## config.mk

```make
export PLATFORM = sky130hd
export DESIGN_NAME = ps2_cursor_painter
export DESIGN_NICKNAME = d
export VERILOG_FILES = /design/src/rtl/ps2_cursor_painter_pkg.sv /design/src/rtl/ps2_cursor_painter_arrow_decoder.sv /design/src/rtl/ps2_cursor_painter.sv
export SDC_FILE = /design/constraint.sdc
export NUM_CORES = 1
export LEC_CHECK = 0
export CAP_MARGIN = 20
export CORE_MARGIN = 1
export CORE_UTILIZATION = 51
export CTS_CLUSTER_DIAMETER = 120
export CTS_CLUSTER_SIZE = 30
export DETAILED_ROUTE_END_ITERATION = 7
export GPL_ROUTABILITY_DRIVEN = 0
export PLACE_DENSITY = 0.81
export SYNTH_ARGS = -nofsm -noshare
export SYNTH_HDL_FRONTEND = slang
export SYNTH_SLANG_ARGS = --single-unit
```

## constraint.sdc

```tcl
create_clock -name clk -period 2.6 [get_ports clk]
set_input_delay 0.52 -clock clk [delete_from_list [all_inputs] [get_ports clk]]
set_output_delay 0.52 -clock clk [all_outputs]
set_load 0.01 [all_outputs]
```

## src/rtl/ps2_cursor_painter_pkg.sv

```systemverilog
// Shared constants and types for the PS/2-driven cursor painter.
// Screen geometry, set-2 scan codes, decoder state encoding and held-bit layout.
package ps2_cursor_painter_pkg;

  localparam int unsigned SCREEN_W = 640;
  localparam int unsigned SCREEN_H = 480;

  localparam logic [7:0] SC_EXT   = 8'hE0;
  localparam logic [7:0] SC_BRK   = 8'hF0;
  localparam logic [7:0] SC_UP    = 8'h75;
  localparam logic [7:0] SC_DOWN  = 8'h72;
  localparam logic [7:0] SC_LEFT  = 8'h6B;
  localparam logic [7:0] SC_RIGHT = 8'h74;

  localparam int HELD_UP    = 0;
  localparam int HELD_DOWN  = 1;
  localparam int HELD_LEFT  = 2;
  localparam int HELD_RIGHT = 3;

  typedef enum logic [1:0] {
    ST_IDLE,
    ST_EXT,
    ST_BRK,
    ST_EXT_BRK
  } dec_state_e;

  // One-hot held-bit mask for an arrow scan code, zero for anything else.
  function automatic logic [3:0] arrow_mask(input logic [7:0] code);
    logic [3:0] m;
    m = 4'b0000;
    case (code)
      SC_UP:    m[HELD_UP]    = 1'b1;
      SC_DOWN:  m[HELD_DOWN]  = 1'b1;
      SC_LEFT:  m[HELD_LEFT]  = 1'b1;
      SC_RIGHT: m[HELD_RIGHT] = 1'b1;
      default:  m = 4'b0000;
    endcase
    return m;
  endfunction

endpackage

```

## src/rtl/ps2_cursor_painter_arrow_decoder.sv

```systemverilog
// Turns a stream of PS/2 set-2 bytes into four "arrow key held" bits.
// Only extended (E0-prefixed) arrow make/break sequences change the held state.
module ps2_arrow_decoder
  import ps2_cursor_painter_pkg::*;
(
  input  logic       clk,
  input  logic       rstn,
  input  logic [7:0] scan_code_i,
  input  logic       scan_valid_i,
  output logic [3:0] held_o
);

  dec_state_e state_q, state_d;
  logic [3:0] held_q, held_d;
  logic [3:0] mask;

  always_ff @(posedge clk or negedge rstn) begin
    if (!rstn) begin
      state_q <= ST_IDLE;
      held_q  <= 4'b0000;
    end else begin
      state_q <= state_d;
      held_q  <= held_d;
    end
  end

  always_comb begin
    state_d = state_q;
    held_d  = held_q;
    mask    = arrow_mask(scan_code_i);
    if (scan_valid_i) begin
      case (state_q)
        ST_IDLE: begin
          if (scan_code_i == SC_EXT)      state_d = ST_EXT;
          else if (scan_code_i == SC_BRK) state_d = ST_BRK;
          else                            state_d = ST_IDLE;
        end
        ST_EXT: begin
          if (scan_code_i == SC_BRK) begin
            state_d = ST_EXT_BRK;
          end else begin
            held_d  = held_q | mask;
            state_d = ST_IDLE;
          end
        end
        ST_EXT_BRK: begin
          held_d  = held_q & ~mask;
          state_d = ST_IDLE;
        end
        // Non-extended breaks carry no arrow information; swallow the byte.
        ST_BRK:  state_d = ST_IDLE;
        default: state_d = ST_IDLE;
      endcase
    end
  end

  assign held_o = held_q;

endmodule

```

## src/rtl/ps2_cursor_painter.sv

```systemverilog
// Keyboard-steered square cursor overlaid on a 640x480 VGA raster.
// Define CURSOR_WRAP_EN to wrap the cursor at screen edges instead of clamping.
module ps2_cursor_painter
  import ps2_cursor_painter_pkg::*;
#(
  parameter int unsigned BOX_SIZE = 16,
  parameter int unsigned STEP     = 4,
  parameter logic [11:0] FG_COLOR = 12'h00F,
  parameter logic [11:0] BG_COLOR = 12'h000
) (
  input  logic        clk,
  input  logic        rstn,
  input  logic [7:0]  scan_code,
  input  logic        scan_valid,
  input  logic [9:0]  x_coord,
  input  logic [9:0]  y_coord,
  input  logic        frame_tick,
  output logic [11:0] pixel_color,
  output logic [9:0]  cursor_x,
  output logic [9:0]  cursor_y
);

  localparam logic [9:0] MAX_X   = 10'(SCREEN_W - BOX_SIZE);
  localparam logic [9:0] MAX_Y   = 10'(SCREEN_H - BOX_SIZE);
  localparam logic [9:0] HOME_X  = 10'((SCREEN_W - BOX_SIZE) / 2);
  localparam logic [9:0] HOME_Y  = 10'((SCREEN_H - BOX_SIZE) / 2);
  localparam logic [9:0] STEP10  = 10'(STEP);
  localparam logic [10:0] BOX11  = 11'(BOX_SIZE);

  logic [3:0]  held;
  logic [9:0]  cx_q, cx_d, cy_q, cy_d;
  logic [11:0] color_q, color_d;
  logic        inside_x, inside_y, on_screen;

  ps2_arrow_decoder u_decoder (
    .clk          (clk),
    .rstn         (rstn),
    .scan_code_i  (scan_code),
    .scan_valid_i (scan_valid),
    .held_o       (held)
  );

  // Move one axis by STEP; 11-bit sum and explicit compare keep 10-bit math from wrapping silently.
  function automatic logic [9:0] step_axis(input logic [9:0] pos, input logic inc,
                                           input logic dec, input logic [9:0] max_pos);
    logic [10:0] up_sum;
    logic [9:0]  nxt;
    up_sum = {1'b0, pos} + {1'b0, STEP10};
    nxt    = pos;
    if (inc && !dec) begin
`ifdef CURSOR_WRAP_EN
      if (up_sum > {1'b0, max_pos}) nxt = 10'd0;
`else
      if (up_sum > {1'b0, max_pos}) nxt = max_pos;
`endif
      else nxt = up_sum[9:0];
    end else if (dec && !inc) begin
`ifdef CURSOR_WRAP_EN
      if (pos < STEP10) nxt = max_pos;
`else
      if (pos < STEP10) nxt = 10'd0;
`endif
      else nxt = pos - STEP10;
    end
    return nxt;
  endfunction

  // Held bits are registered, so a byte arriving with frame_tick only affects the next frame.
  always_comb begin
    cx_d = cx_q;
    cy_d = cy_q;
    if (frame_tick) begin
      cx_d = step_axis(cx_q, held[HELD_RIGHT], held[HELD_LEFT], MAX_X);
      cy_d = step_axis(cy_q, held[HELD_DOWN],  held[HELD_UP],   MAX_Y);
    end
  end

  always_comb begin
    inside_x  = ({1'b0, x_coord} >= {1'b0, cx_q}) && ({1'b0, x_coord} < ({1'b0, cx_q} + BOX11));
    inside_y  = ({1'b0, y_coord} >= {1'b0, cy_q}) && ({1'b0, y_coord} < ({1'b0, cy_q} + BOX11));
    on_screen = (x_coord < 10'(SCREEN_W)) && (y_coord < 10'(SCREEN_H));
    color_d   = BG_COLOR;
    if (!on_screen)               color_d = 12'h000;
    else if (inside_x && inside_y) color_d = FG_COLOR;
  end

  always_ff @(posedge clk or negedge rstn) begin
    if (!rstn) begin
      cx_q    <= HOME_X;
      cy_q    <= HOME_Y;
      color_q <= 12'h000;
    end else begin
      cx_q    <= cx_d;
      cy_q    <= cy_d;
      color_q <= color_d;
    end
  end

  assign pixel_color = color_q;
  assign cursor_x    = cx_q;
  assign cursor_y    = cy_q;

endmodule
```

==> impl_summary.txt <==
----------------------------------------------------
[Status]
  Result of the run ... finished clean

[Synthesis]
  Synth Area in Adders ... 18.5%
  Fraction of registers with async set/reset ... 100%
  Flip-flop and latch count after synthesis ... 23
  Post-synthesis share of cell area spent on and, or, nand and nor gates ... 20.4%
  Portion of synthesized cell area occupied by the leading cell type ... 18.5%
  Post-synthesis cell count ... 338
  Part of the Yosys area used for sequential elements ... 21.2%
  Post-synthesis area per instance ... 8.18 µm²
  Mapped Area ... 0.00277 mm²
  Cell taking the most area after synthesis ... ha_1
  Post-Synth XOR/XNOR Area ... 3.80%
  Number of enable flip-flop cells after synthesis ... 0
  Cell types with the largest area share after synthesis ... ha_1 (19%), dfrtp_1 (14%), dfstp_2 (7.6%), buf_4 (4.6%), a21oi_1 (4.5%)
  Top flip-flop cell by instance count after synthesis ... dfrtp_1
  Compound-cell area share of the yosys netlist ... 23.2%
  Multiplexer fraction of the synthesized cell area ... 2.26%
  Yosys Warn Count ... 0
  Dominant combinational cell family by area after synthesis ... compound AO/OA/AOI/OAI gates
  Netlist cell types ... 63

[Placed design]
  Number of port buffers ... 47
  Placed Area ... 0.00323 mm²
  DP HPWL ... 5.11 mm

[GRT]
  First-pass GRT wire length ... 10.9 mm
  Global route total overflow ... 0
  Via count of the first global-routing pass ... 2,409
  Global routing usage summed across all routing layers ... 24.5%
  Pin count of the biggest net entering global routing ... 24
  Number of antenna violations at the first check in global routing ... 0

[Finish]
  Layout cell share with drive strength beyond 1 ... 7.94%
  Post-route cell area ... 0.00328 mm²
  Number of nets in the finished design ... 452
  Area growth from synthesis to layout ... 18.5%
  Number of antenna cells inserted ... 0

[Clock tree]
  TritonCTS Buffers ... 3
  CTS tree ... yes
  Latest clock arrival within the worst-skew pair ... 0.26 ns
  CTS clk-pin slew, worst paths ... 0.09 ns
  Number of buffers added to fix hold violations after cts ... 0
  Root Driver ... clkbuf_8
  Number of buffers on the longest clock path ... 2
  Resized cells post-CTS ... 0
  Clock sinks ... 23
  Number of H-tree branching levels ... 1
  Buffer count from post-CTS setup fixing ... 0

[Routing]
  Ratio of routed vias to standard cells ... 5.83
  Total number of vias ... 2,610
  Detailed Route WL ... 6.38 mm
  DRC violations left ... 0
  Routed length per instance ... 14.2 µm
  Antenna Violating Nets Remaining ... 0
  Drt first-iter violations ... 166
  First-pass iteration count of the detailed router ... 5

[Worst setup path]
  Capture point of the worst reg-to-reg path ... pixel_color[2]
  Maximum fanout encountered on the critical timing path ... 6
  Critical Path Sink Type ... register
  Worst Setup Start Kind ... register
  Required @ worst endpoint ... 2.75 ns
  FF-to-FF Start ... cursor_x[8]
  Flop2flop setup slack ... 0.22 ns
  Type of the setup path with the least slack ... register to register
  Arrival time at the worst endpoint ... 2.53 ns
  Launching element of the worst setup path ... cursor_x[8]
  Register-to-Register Path Depth ... 8
  Worst setup path end ... pixel_color[2]

[Floorplanning]
  Initial cell density of the core ... 53.5%
  Core area ... 0.00517 mm²
  Boundary pin count ... 64
  Overall die width ... 75.7 µm
  Standard-cell rows ... 26
  Total die area ... 0.00572 mm²
  Chip Height ... 75.7 µm

[Timing]
  Max-slew violation count ... 0
  Max-slew headroom at the worst pin ... 56.9%
  Final sum of negative setup slack ... 0 ns
  Slew of the pin with the lowest slew margin ... 0.640 ns
  Count of final hold-check violations ... 0
  Unrepaired setup endpoints after global routing ... no
  Ratio of final minimum period to clock period ... 91.6%
  Clock tree skew after final layout ... 0.00728 ns
  Setup violators final ... 0
  Max Freq ... 420 MHz
  Fin crit period ... 2.38 ns

[Min path]
  Hold path startpoint ... u_decoder.held_o[3]
  HP Class ... register to register
  Worst hold stages ... 1

[Run]
  Max capacitance violation total ... 0

[Power and ir drop]
  Pleak ... 1.38 nW
  Pwr/cell area ... 575 mW/mm²
  Peak VDD IR ... 0.560 mV

----------------------------------------------------
-- worst min path at each step --
stage | endpoint | slack (ns)
after floorplan | cursor_x[2] | 0.22
after global placement | u_decoder.held_o[3] | 0.48
after detailed placement | u_decoder.held_o[3] | 0.49
after CTS | u_decoder.held_o[3] | 0.51
after global routing | u_decoder.held_o[3] | 0.53
final | u_decoder.held_o[3] | 0.50
-- cells in the mapped netlist, types with 3 or more instances --
| master | instances |
|---|---|
| a211oi_1 | 3 |
| a21o_1 | 3 |
| a21oi_1 | 25 |
| a31oi_1 | 4 |
| and3_1 | 6 |
| buf_2 | 7 |
| buf_4 | 17 |
| clkbuf_1 | 5 |
| dfrtp_1 | 15 |
| dfstp_2 | 8 |
| ha_1 | 41 |
| inv_1 | 26 |
| mux2i_1 | 4 |
| nand2_1 | 21 |
| nand2b_1 | 3 |
| nand3_1 | 18 |
| nand4_1 | 7 |
| nor2_1 | 11 |
| nor2b_1 | 3 |
| nor3_1 | 13 |
| nor4_1 | 5 |
| nor4b_1 | 3 |
| o2111ai_1 | 3 |
| o21a_1 | 4 |
| o21ai_0 | 19 |
| o21ai_1 | 3 |
| o22ai_1 | 3 |
| o311ai_0 | 3 |
| xnor2_1 | 12 |
-- cell usage in the layout, fill, tap and decap left out, types with 3 or more instances in the layout --
master / count
and3_1: 6
o21ai_0: 19
nand2b_1: 3
nor4b_1: 3
nor3_1: 13
dfrtp_1: 15
nor2b_1: 3
a21o_1: 3
nor4_1: 5
nor2_1: 11
a21oi_1: 25
clkbuf_8: 3
buf_4: 8
o21a_1: 4
o311ai_0: 3
nand3_1: 18
o22ai_1: 3
a211oi_1: 3
nand2_1: 21
dfstp_2: 8
o21ai_1: 3
clkdlybuf4s50_1: 47
o2111ai_1: 3
conb_1: 12
mux2i_1: 4
inv_1: 26
a31oi_1: 4
xnor2_1: 12
nand4_1: 7
ha_1: 41
-- state kept, by name, summed over array words and instances (netlist names) --
register / count
cursor_x: 8
cursor_y: 8
pixel_color: 1
u_decoder.held_o: 4
u_decoder.state_q: 2
-- metrics by stage --
step	utilization, %	worst slack [ns]	hold slack (ns)	power, mW	cells
global route	63.4	0.0497	0.533	2.07	448
finish	63.4	0.217	0.500	1.89	448
floorplan	-	0.334	0.224	1.29	349
detailed placement	62.5	0.136	0.489	1.66	444
global placement	62.5	0.184	0.480	1.62	444
CTS	63.4	0.220	0.509	1.89	448
-- metal layers --
layer  vias to the layer above  track usage [%]  part of all wire (%)
li1                       1299                -                     -
met1                      1220             33.3                    46
met2                        83             41.6                    48
met3                         8             2.25                   4.1
met4                         0             6.79                   1.5
met5                         -                0                     0
-- power by group --
part / switching, mW / leakage, nW / total [mW] / internal [mW]
logic: 0.575 / 1.08 / 1.08 / 0.506
clock network: 0.114 / 0.0228 / 0.223 / 0.109
registers: 0.134 / 0.273 / 0.582 / 0.448
-- worst max-delay path, stage by stage, from the launching register on --
cell      delay, ns
dfstp_2        0.61
and3_1         0.24
nand3_1        0.11
xnor2_1        0.14
ha_1           0.29
a21o_1         0.18
a211oi_1       0.21
o311ai_0       0.17
nor4_1         0.31
-- cell type report --
cell class | instances | area [µm²]
clock buffers | 4 | 45.0
fillers | 436 | 1890
inverters | 26 | 97.6
multi-input cells | 270 | 1930
flip-flops and latches | 23 | 586
well taps | 70 | 87.6
repair buffers | 55 | 531
-- kinds of logic (layout without fill, tap and decap cells) --
logic type / Yosys count / count (layout)
compound gates: 95 / 95
other cells: 1 / 12
xor+xnor: 12 / 12
buf+inv: 56 / 85
fa+ha+maj: 41 / 41
mux: 6 / 6
flops: 23 / 23
simple gates: 104 / 104
(Power assumes the default switching activity.)
